<file path="config.mk">
export PLATFORM = sky130hd
export DESIGN_NAME = ram_port_arbiter
export DESIGN_NICKNAME = d
export VERILOG_FILES = /design/src/rtl/ram_port_arbiter.sv
export SDC_FILE = /design/constraint.sdc
export NUM_CORES = 1
export LEC_CHECK = 0
export ABC_AREA = 1
export CAP_MARGIN = 15
export CORE_MARGIN = 8
export CORE_UTILIZATION = 39
export CTS_BUF_LIST = sky130_fd_sc_hd__clkbuf_4
export DETAILED_ROUTE_END_ITERATION = 10
export PLACE_DENSITY_LB_ADDON = 0.08
export SYNTH_ARGS = -nofsm -noshare
export SYNTH_HDL_FRONTEND = slang
export SYNTH_SLANG_ARGS = --single-unit
</file>
<file path="constraint.sdc">
create_clock -name clk -period 2.3 [get_ports clk]
set_input_delay 0.46 -clock clk [delete_from_list [all_inputs] [get_ports clk]]
set_output_delay 0.46 -clock clk [all_outputs]
set_load 0.02 [all_outputs]
</file>
<file path="src/rtl/ram_port_arbiter.sv">
// Two-requester round-robin arbiter in front of a single-port RAM, using signed end-relative indices.
// Define ARB_BOUNDS_CHECK_EN to reject indices outside [-RAM_LENGTH, RAM_LENGTH-1].
module ram_port_arbiter #(
   parameter int DATA_WIDTH = 8,
   parameter int ADDR_WIDTH = 5,
   parameter int RAM_LENGTH = 16
) (
   input  logic                  clk,
   input  logic                  rst,
   input  logic                  a_req,
   input  logic                  a_we,
   input  logic [ADDR_WIDTH-1:0] a_idx,
   input  logic [DATA_WIDTH-1:0] a_wdata,
   input  logic                  b_req,
   input  logic                  b_we,
   input  logic [ADDR_WIDTH-1:0] b_idx,
   input  logic [DATA_WIDTH-1:0] b_wdata,
   output logic                  a_gnt,
   output logic                  b_gnt,
   output logic                  a_done,
   output logic                  b_done,
   output logic                  a_err,
   output logic                  b_err,
   output logic [DATA_WIDTH-1:0] a_rdata,
   output logic [DATA_WIDTH-1:0] b_rdata,
   output logic [ADDR_WIDTH-1:0] ram_addr,
   output logic [DATA_WIDTH-1:0] ram_d,
   output logic                  ram_we,
   input  logic [DATA_WIDTH-1:0] ram_q
);
   typedef enum logic [1:0] {IDLE, GRANT, RESP} state_t;
   state_t state, state_nxt;

   logic                         any_req;
   logic                         pick_b;
   logic                         take;
   logic                         legal;
   logic                         sel_we;
   logic signed [ADDR_WIDTH-1:0] sel_idx;
   logic [DATA_WIDTH-1:0]        sel_wdata;
   logic                         owner_b;
   logic                         last_b;
   logic                         we_l;
   logic                         bad_l;
   logic [DATA_WIDTH-1:0]        rd;

   // Negative indices count back from the end; wraps modulo 2^ADDR_WIDTH.
   function automatic logic [ADDR_WIDTH-1:0] to_phys(input logic signed [ADDR_WIDTH-1:0] idx);
      logic [ADDR_WIDTH-1:0] len;
      len = ADDR_WIDTH'(RAM_LENGTH);
      return idx[ADDR_WIDTH-1] ? len + $unsigned(idx) : $unsigned(idx);
   endfunction

`ifdef ARB_BOUNDS_CHECK_EN
   function automatic logic in_range(input logic signed [ADDR_WIDTH-1:0] idx);
      int v;
      v = int'(idx);
      return (v >= -RAM_LENGTH) && (v < RAM_LENGTH);
   endfunction
   assign legal = in_range(sel_idx);
`else
   assign legal = 1'b1;
`endif

   always_comb begin
      any_req   = a_req | b_req;
      pick_b    = (a_req && b_req) ? ~last_b : b_req;
      sel_we    = pick_b ? b_we : a_we;
      sel_idx   = pick_b ? $signed(b_idx) : $signed(a_idx);
      sel_wdata = pick_b ? b_wdata : a_wdata;
   end

   always_ff @(posedge clk or negedge rst) begin
      if (!rst) state <= IDLE;
      else      state <= state_nxt;
   end

   always_comb begin
      state_nxt = state;
      case (state)
         IDLE:    if (any_req) state_nxt = GRANT;
         GRANT:   state_nxt = RESP;
         RESP:    state_nxt = any_req ? GRANT : IDLE;
         default: state_nxt = IDLE;
      endcase
   end

   assign take = (state_nxt == GRANT) && (state != GRANT);

   // Winner's request is captured on the arbitration edge and presented to the RAM through GRANT.
   always_ff @(posedge clk or negedge rst) begin
      if (!rst) begin
         owner_b  <= 1'b0;
         last_b   <= 1'b1;
         we_l     <= 1'b0;
         bad_l    <= 1'b0;
         ram_addr <= '0;
         ram_d    <= '0;
      end else if (take) begin
         owner_b  <= pick_b;
         last_b   <= pick_b;
         we_l     <= sel_we;
         bad_l    <= ~legal;
         ram_addr <= to_phys(sel_idx);
         ram_d    <= sel_wdata;
      end
   end

   always_comb begin
      a_gnt   = 1'b0;
      b_gnt   = 1'b0;
      a_done  = 1'b0;
      b_done  = 1'b0;
      a_err   = 1'b0;
      b_err   = 1'b0;
      a_rdata = '0;
      b_rdata = '0;
      ram_we  = (state == GRANT) && we_l && !bad_l;
      rd      = (!we_l && !bad_l) ? ram_q : '0;
      if (state == GRANT) begin
         a_gnt = !owner_b;
         b_gnt = owner_b;
      end
      if (state == RESP) begin
         if (owner_b) begin
            b_done  = 1'b1;
            b_err   = bad_l;
            b_rdata = rd;
         end else begin
            a_done  = 1'b1;
            a_err   = bad_l;
            a_rdata = rd;
         end
      end
   end
endmodule
</file>
* Yosys cells after proc, flatten, opt, wreduce, memory -nomap -nowiden
Index checks and enable logic that the tools add are counted.
** Storage, ports and cells
- Register bits :: 18
- Output and inout port bits :: 36
- Logic and storage cells :: 37
** Operators by class
- Add/subtract/negate cells :: 1
- Eq/ne operators :: 4
- Multiplexer cells :: 19
- Bitwise operators :: 2
- Reductions and logical operators :: 5
** Operators with widths (count)
- 2-to-1 mux 8 bit :: 6
- 2-to-1 mux 5 bit :: 2
- 2-to-1 mux 1 bit :: 9
- one-hot mux 2 bit (3 select lines) :: 1
- adder 5 bit (first input constant) :: 1
- == test 2 x 1 -> 1 bit (second input constant) :: 2
- logical AND 1 bit :: 3
- == test 2 bit (second input constant) :: 1
- zero test 2 bit :: 1
- 2-to-1 mux 2 bit :: 1
- inequality test 2 x 1 -> 1 bit (second input constant) :: 1
- zero test 1 bit :: 1
- inverter 1 bit :: 1
- bitwise OR 1 bit :: 1

* Depth between registers and ports, before layout
- Depth after elaboration :: 5
- Depth in mapped cells :: 7
- Mapped depth without buffers :: 5

* Worst setup path after synthesis
Ideal clock, no wire load.
- Path kind :: flip-flop to output port
- From :: reg state[0]
- To :: out a_rdata[0]
- Data arrival time :: 1052 ps
- Slack :: 788 ps
- Stages on the path, launching flop included :: 4
- Buffers on the path :: 0
- Path through :: dfrtp_1 > nor2_1 > nand2_1 > nor2_1
** On the way
- Longest elaborated chain between the ends :: 2
** RTL lines
- from (decl) :: RTL line 32 : state_t state, state_nxt;
- from (signal assigned) :: RTL line 75 : else state <= state_nxt;
- == test 2 bit :: RTL line 124 : if (state == RESP) begin
- 2-to-1 mux 8 bit :: RTL line 124
- to (decl) :: RTL line 24 : output logic [DATA_WIDTH-1:0] a_rdata,
No other way between the ends.

* Worst setup path after layout
- From :: reg state[0]
- To :: out a_done
** On the way
- Longest elaborated chain between the ends :: 2
** RTL lines
- == test 2 bit :: RTL line 124
- 2-to-1 mux 1 bit :: RTL line 124
- to (decl) :: RTL line 20 : output logic a_done,
No other way between the ends.

==> flow_metrics.env <==
export IMPL_outcome="complete, no violations"
export IMPL_drv_slew=0
export IMPL_met2_usage_pct=27.27
export IMPL_row_count=19
export IMPL_worstMarginPinSlew_ns=0.4996
export IMPL_r2r_end="ram_addr[3]$_DFFE_PN0P_"
export IMPL_synth_fa_ha_area_share_pct=0
export IMPL_dpl_hpwl_um=2902
export IMPL_wl_um=3475
export IMPL_slew_headroom_pct=66.59
export IMPL_yosys_area_top_type="dfrtp_1"
export IMPL_synth_common_cells="nand2_1 (51), inv_1 (32), nand3_1 (27)"
export IMPL_cp_max_fo=9
export IMPL_die_y_um=68.89
export IMPL_core_um2=2710
export IMPL_fmax_ghz=0.4542
export IMPL_grt_overflow=0
export IMPL_r2r_start="last_b$_DFFE_PN1P_"
export IMPL_finClkSkew_ns=0.009769
export IMPL_antenna_cells=0
export IMPL_path_class="reg -> out"
export IMPL_synthSimpleGateAreaFrac_pct=41.17
export IMPL_yosys_area_top_type_share_pct=36.70
export IMPL_numCtsBuffers=3
export IMPL_synth_compound_area_share_pct=0.4587
export IMPL_critical_path_endpoint="a_done"
export IMPL_io_buffers=70
export IMPL_hold_violations=0
export IMPL_path_clk_slew_ns=0.10
export IMPL_synthTopCellsByArea="dfrtp_1 (37%), nand2_1 (18%), nand3_1 (12%)"
export IMPL_post_dp_cell_area_um2=1794
export IMPL_yosysWarningCount=0
export IMPL_cts_root_buffer="clkbuf_4"
export IMPL_worstSetupStartpoint="state[0]$_DFF_PN0_"
export IMPL_vias_per_cell=4.532
export IMPL_cts_tree="yes"
export IMPL_hold_buffers=0
export IMPL_io_pins=76
export IMPL_areaGrowthSynthToFinish_pct=66.17
export IMPL_cts_sinks=17
export IMPL_drtIter0Drc=39
export IMPL_use_met1_pct=14.83
export IMPL_dr_pass1_iters=4
export IMPL_drc=0
export IMPL_fin_nets=277
export IMPL_wire_per_inst_um=13.01
export IMPL_use_met3_pct=5.493
export IMPL_start_util_pct=40.26
export IMPL_setup_viol=0
export IMPL_fin_area_um2=1813
export IMPL_insertion_delay_ns=0.30
export IMPL_regToRegSetupSlack_ns=1.14
export IMPL_syn_inst=165
export IMPL_ys_ff_latch=17
export IMPL_ys_seq_area_share_pct=39.11
export IMPL_ys_types=16
export IMPL_drive_gt1_share_pct=7.627
export IMPL_start_kind="register"
export IMPL_cts_path_max_buffers=2
export IMPL_syn_avg_cell_area_um2=6.612
export IMPL_p_per_area_nw_per_um2=586.7
export IMPL_min_path_type="reg -> reg"
export IMPL_die_area_um2=4746
export IMPL_synthMuxAreaShare_pct=0
export IMPL_track_usage_pct=14.60
export IMPL_grt_pass1_vias=1197
export IMPL_crit_required_ns=1.84
export IMPL_whs_ns=0.4601
export IMPL_synthArstFlopShare_pct=100.0
export IMPL_antenna_found_initial=0
export IMPL_cts_setup_buffers=0
export IMPL_netlist_area_um2=1091
export IMPL_arrival_ns=1.74
export IMPL_max_vdd_ir_drop_mv=0.4180
export IMPL_p_leak_nw=1.015
export IMPL_grt_max_degree=17
export IMPL_cap_viol_max_count=0
export IMPL_end_kind="primary output"
export IMPL_ant_nets=0
export IMPL_synthFlopType="dfrtp_1"
export IMPL_die_w_um=68.89
export IMPL_synth_enable_flop_cells=0
export IMPL_synthXorXnorAreaFrac_pct=0
export IMPL_synth_top_family_by_area="simple AND/OR/NAND/NOR gates"
export IMPL_num_vias=1210
export IMPL_place_gp_congestion=0.7244
export IMPL_rr_worst_depth=5
export IMPL_grt_first_pass_wirelength_um=5326
export IMPL_fin_crit_ns=2.202
export IMPL_yosysMostFrequentCell="nand2_1"
export IMPL_fin_crit_sh_pct=95.72
export IMPL_grt_busiest_layer="met2"
export IMPL_htreeDepth=1
## final cells by class
class | count | area (um2)
Fill cell | 260 | 897.1
Timing Repair Buffer | 74 | 710.7
Tap cell | 31 | 38.79
Multi-Input combinational cell | 107 | 473.0
Sequential cell | 17 | 427.9
Inverter | 34 | 132.6
Clock buffer | 4 | 30.03
## flip-flops by register name, indices dropped and copies added, names as in the netlist
name and flops:
we_l 1, ram_d 8, last_b 1, state 2, owner_b 1, ram_addr 4
## worst min-delay path by stage
stage                     slack [ns]                   to                from  cells after the start
after floorplan                 0.16  owner_b$_DFFE_PN0P_                 rst                      0
after global placement          0.43   state[1]$_DFF_PN0_  state[1]$_DFF_PN0_                      1
after detailed placement        0.44   state[1]$_DFF_PN0_  state[1]$_DFF_PN0_                      1
after CTS                       0.46   state[1]$_DFF_PN0_  state[1]$_DFF_PN0_                      1
after global routing            0.48   state[1]$_DFF_PN0_  state[1]$_DFF_PN0_                      1
final                           0.46   state[1]$_DFF_PN0_  state[1]$_DFF_PN0_                      1
## stage by stage
step | utilization [%] | total power, mW | setup slack [ns] | instances | setup TNS, ns
4_1_cts | 66.57 | 1.072 | -0.008346 | 267 | -0.008346
5_1_grt | 66.90 | 1.136 | -0.005539 | 267 | -0.005539
3_5_place_dp | 66.21 | 0.9035 | 0.06650 | 263 | 0
3_3_place_gp | 66.21 | 0.8919 | 0.1329 | 263 | 0
6_report | 66.90 | 1.064 | 0.09845 | 267 | 0
2_1_floorplan | - | 0.6652 | 0.7881 | 167 | 0
## critical path, stage by stage, from the launching register on
cell             delay (ns)
dfrtp_2                0.46
nor2_2                 0.17
nand2_2                0.14
inv_1                  0.08
clkdlybuf4s50_1        0.60
## placed cells by master, fill, tap and decap left out, drive strengths merged
| cell | instances |
|---|---|
| conb | 3 |
| nand3 | 27 |
| clkinv | 1 |
| buf | 4 |
| nand2 | 53 |
| dfrtp | 16 |
| dfstp | 1 |
| nor2 | 23 |
| clkdlybuf4s50 | 54 |
| dlygate4sd2 | 16 |
| inv | 33 |
| o21ai | 1 |
| clkbuf | 4 |
## what timing repair did
item	4_1_cts	5_1_grt
endpoints found under the hold margin	0	0
setup endpoints to repair	17	5
pin swaps	0	0
resized for setup	16	4
## cell families (layout without fill, tap and decap cells)
logic type,after synthesis,after routing
other,1,3
buffers and inverters,43,112
flip-flops,17,17
AO/OA/AOI/OAI,1,1
AND/OR/NAND/NOR,103,103
## layer usage
metal  up-vias  share of wire (%)
met2        47                 49
met4         0               0.83
met1       540                 38
met5         -                  0
met3         4                 11
li1        619                  -
## report_power, final
part           switching [mW]  internal, mW  leakage, nW
combinational           0.264         0.223        0.794
sequential             0.0389         0.363        0.203
clock                  0.0953        0.0794       0.0184
total                   0.399         0.665         1.01
(Power assumes the default switching activity.)
